## src/rtl/loader_pkg.sv

```systemverilog
`default_nettype none
// ----------------------------------------------------------------------------
// loader_pkg: shared state encoding and length helpers for prog_loader.
// Rev 1.0
// ----------------------------------------------------------------------------
package loader_pkg;

  typedef enum logic [2:0] {
    LEN   = 3'd0,
    DATA  = 3'd1,
    SUM   = 3'd2,
    FLUSH = 3'd3,
    RUN   = 3'd4,
    ERROR = 3'd5
  } state_e;

  // A length byte of zero encodes a full 256-byte image.
  localparam logic [7:0] LEN_WRAP_256 = 8'h00;

  function automatic logic [7:0] last_index(input logic [7:0] len);
    return (len == LEN_WRAP_256) ? 8'hFF : len - 8'd1;
  endfunction

endpackage
`default_nettype wire

```

## src/rtl/loader_counter.sv

```systemverilog
`default_nettype none
// ----------------------------------------------------------------------------
// loader_counter: 8-bit byte index / write address with last-byte detect.
// Rev 1.0
// ----------------------------------------------------------------------------
module loader_counter
  import loader_pkg::*;
(
  input  logic       clk,
  input  logic       reset,
  input  logic       load_i,
  input  logic [7:0] len_i,
  input  logic       inc_i,
  output logic [7:0] idx_o,
  output logic       last_o
);

  logic [7:0] idx_q;
  logic [7:0] last_idx_q;

  always_ff @(posedge clk or posedge reset) begin
    if (reset) begin
      idx_q      <= 8'h00;
      last_idx_q <= 8'h00;
    end else if (load_i) begin
      idx_q      <= 8'h00;
      last_idx_q <= last_index(len_i);
    end else if (inc_i) begin
      idx_q      <= idx_q + 8'd1;
    end
  end

  assign idx_o  = idx_q;
  assign last_o = (idx_q == last_idx_q);

endmodule
`default_nettype wire

```

## src/rtl/prog_loader.sv

```systemverilog
`default_nettype none
// ----------------------------------------------------------------------------
// prog_loader: length-prefixed byte-stream loader for nic8 program memory.
// Optional trailing checksum byte when LOADER_CHECKSUM_EN is defined. Rev 1.0
// ----------------------------------------------------------------------------
module prog_loader
  import loader_pkg::*;
(
  input  logic       clk,
  input  logic       reset,
  input  logic       in_valid,
  input  logic [7:0] in_data,
  output logic       in_ready,
  output logic       mem_we,
  output logic [7:0] mem_addr,
  output logic [7:0] mem_data,
  output logic       cpu_reset,
  output logic       done,
  output logic       error
);

  state_e     state_q;
  logic       mem_we_q;
  logic [7:0] mem_addr_q;
  logic [7:0] mem_data_q;

  logic       fire;
  logic       take_len;
  logic       take_data;
  logic [7:0] idx;
  logic       last;

  assign in_ready  = (state_q == LEN) || (state_q == DATA) ||
                     (state_q == SUM) || (state_q == ERROR);
  assign fire      = in_valid && in_ready;
  assign take_len  = fire && ((state_q == LEN) || (state_q == ERROR));
  assign take_data = fire && (state_q == DATA);

  loader_counter u_counter (
    .clk    (clk),
    .reset  (reset),
    .load_i (take_len),
    .len_i  (in_data),
    .inc_i  (take_data),
    .idx_o  (idx),
    .last_o (last)
  );

`ifdef LOADER_CHECKSUM_EN
  logic [7:0] sum_q;

  always_ff @(posedge clk or posedge reset) begin
    if (reset) begin
      sum_q <= 8'h00;
    end else if (take_len) begin
      sum_q <= 8'h00;
    end else if (take_data) begin
      sum_q <= sum_q + in_data;
    end
  end

  assign error = (state_q == ERROR);
`else
  assign error = 1'b0;
`endif

  always_ff @(posedge clk or posedge reset) begin
    if (reset) begin
      state_q    <= LEN;
      mem_we_q   <= 1'b0;
      mem_addr_q <= 8'h00;
      mem_data_q <= 8'h00;
    end else begin
      mem_we_q <= 1'b0;
      case (state_q)
        LEN, ERROR: begin
          if (fire) state_q <= DATA;
        end
        DATA: begin
          if (fire) begin
            mem_we_q   <= 1'b1;
            mem_addr_q <= idx;
            mem_data_q <= in_data;
`ifdef LOADER_CHECKSUM_EN
            if (last) state_q <= SUM;
`else
            // The strobe for this last byte is still live during FLUSH.
            if (last) state_q <= FLUSH;
`endif
          end
        end
`ifdef LOADER_CHECKSUM_EN
        SUM: begin
          if (fire) state_q <= (in_data == sum_q) ? FLUSH : ERROR;
        end
`endif
        FLUSH:   state_q <= RUN;
        RUN:     state_q <= RUN;
        default: state_q <= LEN;
      endcase
    end
  end

  assign mem_we    = mem_we_q;
  assign mem_addr  = mem_addr_q;
  assign mem_data  = mem_data_q;
  assign cpu_reset = (state_q != RUN);
  assign done      = (state_q == RUN);

endmodule
`default_nettype wire

```

## config.mk

```make
export PLATFORM = sky130hd
export DESIGN_NAME = prog_loader
export DESIGN_NICKNAME = d
export VERILOG_FILES = /design/src/rtl/loader_pkg.sv /design/src/rtl/loader_counter.sv /design/src/rtl/prog_loader.sv
export SDC_FILE = /design/constraint.sdc
export NUM_CORES = 1
export LEC_CHECK = 0
export ABC_AREA = 1
export CAP_MARGIN = 25
export CORE_UTILIZATION = 52
export DETAILED_ROUTE_END_ITERATION = 6
export HOLD_SLACK_MARGIN = 0.03
export PLACE_DENSITY = 0.81
export REMOVE_ABC_BUFFERS = 1
export SYNTH_ARGS = -nofsm -noshare
export SYNTH_HDL_FRONTEND = slang
export SYNTH_HIERARCHICAL = 1
export SYNTH_SLANG_ARGS = --single-unit
```

## constraint.sdc

```tcl
create_clock -name clk -period 2.1 [get_ports clk]
set_input_delay 0.42 -clock clk [delete_from_list [all_inputs] [get_ports clk]]
set_output_delay 0.42 -clock clk [all_outputs]
set_load 0.03 [all_outputs]
```

==> metrics, run 1 <==
status=completed; Clock transition at path regs=120 ps; DP Wirelength=2932 um; Post-Synthesis Mean Instance Area=7.812 um^2; first-pass GRT wire length=6824 um; post-synthesis instance total=242; nature of the critical path endpoint=output pin; headroom to the max-slew limit=59.27%; Die Span Y=62.30 um; post-synth top area share=47.65%; final worst setup slack=159.1 ps; maximum net fanout on the critical path=4; Cell Area, Synth=0.001891 mm^2; Final Setup Violations=0; crit share post-route=92.42%; Die W=62.30 um; highest achievable clock rate=515.2 MHz; Die ar.=0.003881 mm^2; CTS Root Cell=clkbuf_4; Max Cap Violations=0; remaining number of nets flagged by the antenna check after routing=0; drc violations=0; Netlist cell types=23; Bufs on Longest Clock Path=2; first-pass iteration count of the detailed router=4; count of yosys warnings during synthesis=6; number of input and output port buffers inserted=30; clock network latency to the later pin of the worst-skew pair=350 ps; I/O pin cnt=32; setup slack at placement=98.87 ps; total number of clock tree sinks=36; count of final max-slew check failures=0; sequential fraction of the synthesis area=47.65%; initial antenna violation count=0; final critical delay including setup and external delays=1941 ps; Nets=294; clock tree from TritonCTS=yes; final wirelength=3850 um; Layout Area Growth over Synthesis=23.03%; routed wirelength normalized by instance count=11.77 um; number of cell rows=21; starting density of the core=55.35%; post-detailed-route via-to-cell ratio=5.122; number of DRC markers in iteration 0=91; layout cell share with drive strength beyond 1=8.541%; Power per Cell Area=1369 mW/mm^2; data arrival time of the worst path=1520 ps; post-CTS setup repair buffer count=0; total count of hold-check failures in the final report=0; Req. time, crit path=1680 ps; worst supply voltage drop on vdd=672.7 uV; worst min-delay path category=in2async; vias after detailed routing=1675; number of global-route vias before repair=1506; number of synthesized register bits=36; # diodes=0; worst-margin pin slew=610.3 ps; most area-hungry cell type in the Yosys netlist=dfrtp_1; top post-synthesis cells by area=dfrtp_1, nand2_1, nor2_1; H-tree level count=2; Post-Route Skew=10.53 ps; RSZ-0062 raised after global routing=false; nature of the critical path startpoint=flop; crit path kind=reg2out; pin count of the biggest net entering global routing=19; placer's final routability congestion estimate=0.8668; number of buffers created by CTS=5; total congestion overflow=0; Setup Total Neg Slack=0 ps; number of fill cells in the layout=299; aggregate global-route resource usage=22.88%; leakage power figure=0.001164 uW; core region area=0.003416 mm^2
-- kinds of logic after synthesis --
group	synth area share, %
AND/OR/NAND/NOR	32.23
flip-flops	47.65
buffers and inverters	8.537
AO/OA/AOI/OAI	4.765
XOR/XNOR	4.633
adder cells (fa/ha/maj)	1.986
other	0.1984
-- sequential cells by signal, summed over array words and instances, names as in the netlist --
register / count
mem_addr: 8
mem_data: 8
mem_we: 1
state_q: 3
u_counter/idx_o: 8
u_counter/last_idx_q: 8
-- Yosys cell counts --
cell type  count
a21oi_1        7
conb_1         1
or2_2          1
inv_1         28
nor2_8         1
nor3_2         2
nand2_4        1
nand3_1       24
buf_2          1
nand4_1        4
dfrtp_1       36
nor2_2         1
ha_1           3
nor2_1        34
xnor2_1        9
inv_2          1
nand2_1       70
o21ai_0       11
buf_4          3
xor2_1         1
buf_6          1
clkbuf_8       1
nand3_2        1
-- power breakdown --
part / leakage [uW] / internal [uW] / switching [uW]
Clock: 0.0000412 / 248 / 241
Sequential: 0.000441 / 972 / 240
Combinational: 0.000682 / 605 / 877
-- metal layers --
metal	wire length, um	vias to the layer above	track usage, %
met5	0	-	0
met4	57	0	11.05
met3	232	7	5.331
met2	1740	54	32.83
met1	1819	784	32.53
li1	-	830	-
-- worst max-delay path: stages (launching register included) --
cell and delay [ps]:
dfrtp_1 420, inv_1 90, nor2_1 130, inv_1 60, o21ai_0 60, dlygate4sd2_1 410
-- worst paths after layout --
kind                        startpoint            endpoint  slack [ps]  cells past startpoint
max                         state_q[0]            in_ready         160                      5
min                              reset         mem_addr[0]         290                      2
max reg2reg                 state_q[1]  u_counter/idx_o[5]         310                     10
min reg2reg                mem_data[2]         mem_data[2]         480                      2
max in group asynchronous        reset  u_counter/idx_o[3]        1230                      2
min in group clk           mem_data[2]         mem_data[2]         480                      2
-- area by class of cell --
class                   instances  area, um^2  area share, %
clock buffers                   5       37.54          1.614
clock inverters                 3       42.54          1.829
inverters                      29       108.9          4.680
multi-input cells             171       828.3          35.61
flip-flops and latches         36       902.1          38.78
well taps                      46       57.56          2.474
repair buffers                 37       349.1          15.01
-- layout by cell type (no fill, tap or decap), types with 2 or more instances in the layout --
cell             Yosys  final
nand4_1              4      4
o21ai_0             11     11
dfrtp_1             36     35
inv_1               28     28
nor2_1              34     34
nand3_1             24     24
clkdlybuf4s50_1      0     27
buf_4                3      7
dlygate4sd2_1        0      3
ha_1                 3      3
nor3_2               2      2
a21oi_1              7      7
xnor2_1              9      9
clkbuf_4             0      5
nand2_1             70     70
-- per-stage QoR --
| step | power (uW) | hold slack, ps | area (um^2) | util, % | instances |
|---|---|---|---|---|---|
| after floorplan | 2151 | 333.7 | 1838 | - | 236 |
| after global placement | 2664 | 452.7 | 2248 | 65.82 | 319 |
| after detailed placement | 2713 | 457.3 | 2248 | 65.82 | 319 |
| after CTS | 3200 | 283.4 | 2326 | 68.10 | 327 |
| after global routing | 3429 | 311.9 | 2326 | 68.10 | 327 |
| final | 3184 | 289.0 | 2326 | 68.10 | 327 |
-- timing repair --
action,in CTS,in global routing
endpoints found under the setup margin,3,0
gates resized for setup,4,0
hold buffers,0,0
No activity file was read; power rests on OpenSTA's default activity.
==> run 2, diff against run 1 <==
==> constraint.sdc (replaced) <==
create_clock -name clk -period 2.1 [get_ports clk]
set_input_delay 0.42 -clock clk [delete_from_list [all_inputs] [get_ports clk]]
set_output_delay 0.42 -clock clk [all_outputs]
set_load 0.05 [all_outputs]
==> run 2 against run 1 <==
Net effect:
- register-to-register slack better by 140 ps
- highest routed layer unchanged
- core utilization is 0.66 points lower
- clock-buffer cell count is 2 higher
- die area stayed put
- combinational power is 16% higher
- power is 5.0% higher
- hold slack better by 140 ps
==> metrics, run 2 (same netlist as run 1, synthesis figures left out) <==
status=completed (unchanged); number of input and output port buffers inserted=30 (unchanged); maximum net fanout on the critical path=2 (was 4); critical-path cell list=clkdlybuf4s50_1 (was inv_1 > nor2_1 > inv_1 > o21ai_0 > dlygate4sd2_1); number of placed instances with taps included=317 (was 319); Buf+Inv Stages, Crit Path=1 (was 3); Power per Cell Area=1452 mW/mm^2 (was 1369 mW/mm^2); layout cell share with drive strength beyond 1=8.273% (was 8.541%); worst reg2reg endpoint=u_counter/idx_o[6] (was u_counter/idx_o[5]); starting density of the core=55.35% (unchanged); slowest library cell on the worst path=clkdlybuf4s50_1 (was dfrtp_1); path depth of the worst reg2reg path=9 (was 10); RSZ-0062 raised after global routing=false (unchanged); initial antenna violation count=0 (unchanged); clock tree from TritonCTS=yes (unchanged); leakage power figure=0.001158 uW (was 0.001164 uW); multi-input logic area=828.3 um^2 (unchanged); Post-CTS Hold Fix Bufs=0 (unchanged); Die W=62.30 um (unchanged); aggregate global-route resource usage=21.90% (was 22.88%); count of final max-slew check failures=0 (unchanged); most common cell after layout, fill and taps aside=nand2_1 (unchanged); highest achievable clock rate=515.8 MHz (was 515.2 MHz); Nets=292 (was 294); number of buffers created by CTS=5 (unchanged); launch point of the critical path=mem_addr[3] (was state_q[0]); core region area=0.003416 mm^2 (unchanged); nature of the critical path startpoint=flop (unchanged); # diodes=0 (unchanged); routed wirelength normalized by instance count=11.82 um (was 11.77 um); DP Wirelength=2872 um (was 2932 um); Die ar.=0.003881 mm^2 (unchanged); top layer in use=met4 (unchanged); Post-Route Skew=2.481 ps (was 10.53 ps); Worst path max stage delay=810 ps (was 420 ps); metal1 wirelength=1866 um (was 1819 um); total power=3345 uW (was 3184 uW); total count of hold-check failures in the final report=0 (unchanged); first-pass GRT wire length=6610 um (was 6824 um); placer's final routability congestion estimate=0.8978 (was 0.8668); worst-margin pin slew=632.0 ps (was 610.3 ps); final non-filler cell total=324 (was 327); amount of wire on met2 after detailed routing=1737 um (was 1740 um); critical path endpoint=mem_addr[3] (was in_ready); first-pass iteration count of the detailed router=4 (unchanged); vias after detailed routing=1631 (was 1675); post-detailed-route via-to-cell ratio=5.034 (was 5.122); Die Span Y=62.30 um (unchanged); remaining number of nets flagged by the antenna check after routing=0 (unchanged); family with the most delay on the worst path=buffers and inverters (unchanged); Req. time, crit path=1680 ps (about the same); post-CTS setup repair buffer count=0 (unchanged); cells resized by post-CTS repair=0 (was 4); clock network latency to the later pin of the worst-skew pair=330 ps (was 350 ps); Max Cap Violations=0 (unchanged); worst min-delay path category=in2async (unchanged); Final Setup Violations=0 (unchanged); I/O pin cnt=32 (unchanged); pin count of the biggest net entering global routing=21 (was 19); total stage count of the critical path=1 (was 5); worst supply voltage drop on vdd=716.2 uV (was 672.7 uV); data arrival time of the worst path=1520 ps (about the same); Layout Area Growth over Synthesis=21.84% (was 23.03%); amount of wire on met3 after detailed routing=182 um (was 232 um); cell area after placement=0.002238 mm^2 (was 0.002248 mm^2); Bufs on Longest Clock Path=2 (unchanged); CTS Root Cell=clkbuf_4 (unchanged); total number of clock tree sinks=36 (unchanged); sequential standard cell area=900.9 um^2 (was 902.1 um^2); most used cells in the layout excluding fill and tap cells=nand2_1, dfrtp_1, nor2_1 (unchanged); reg2reg setup slack=450 ps (was 310 ps); Clock transition at path regs=100 ps (was 120 ps); total congestion overflow=0 (unchanged); headroom to the max-slew limit=57.82% (was 59.27%); crit path kind=reg2out (unchanged); post-route standard cell area excluding fillers=0.002303 mm^2 (was 0.002326 mm^2); number of fill cells in the layout=294 (was 299); nature of the critical path endpoint=output pin (unchanged); crit share post-route=92.32% (was 92.42%); final critical delay including setup and external delays=1939 ps (was 1941 ps); number of global-route vias before repair=1412 (was 1506); number of DRC markers in iteration 0=75 (was 91); final wirelength=3830 um (was 3850 um); H-tree level count=2 (unchanged); number of cell rows=21 (unchanged); drc violations=0 (unchanged); Crit Reg-Reg Startpoint=state_q[1] (unchanged)
-- run 2: stage by stage --
| stage | utilization, % | setup slack (ps) | TNS [ps] | hold WS, ps |
|---|---|---|---|---|
| global route | 67.44 | 114.4 | 0 | 488.9 |
| detailed placement | 65.53 | 144.6 | 0 | 458.3 |
| global placement | 65.53 | 168.2 | 0 | 452.5 |
| finish | 67.44 | 161.3 | 0 | 425.6 |
| floorplan | - | -24.31 | -24.31 | 333.7 |
| CTS | 67.44 | 152.0 | 0 | 424.0 |
-- run 2: area by class of cell --
type / instances / share of cell area (%)
well taps: 46 / 2.499
repair buffers: 35 / 14.88
flip-flops and latches: 36 / 39.11
multi-input cells: 171 / 35.96
clock buffers: 7 / 2.825
inverters: 29 / 4.726
-- run 2: worst min-delay path by stage --
stage	start	endpoint	slack [ps]	cells past startpoint
after floorplan	reset	u_counter/idx_o[0]	330	1
after CTS	reset	mem_data[4]	420	3
final	reset	state_q[2]	430	3
after detailed placement	mem_addr[2]	mem_addr[2]	460	2
after global routing	reset	mem_addr[6]	490	3
after global placement	mem_data[0]	mem_data[0]	450	2
-- run 2: power breakdown --
group | total, uW | switching (uW) | leakage, uW | internal, uW
Combinational | 1710 | 1100 | 0.000678 | 616
Clock | 415 | 225 | 0.0000374 | 190
Sequential | 1220 | 247 | 0.000443 | 971
Total | 3340 | 1570 | 0.00116 | 1780
-- run 2: per-layer routing --
| layer | global-route usage (%) | up-vias |
|---|---|---|
| li1 | - | 829 |
| met1 | 30.41 | 748 |
| met2 | 33.93 | 48 |
| met3 | 4.596 | 6 |
| met4 | 7.849 | 0 |
| met5 | 0 | - |
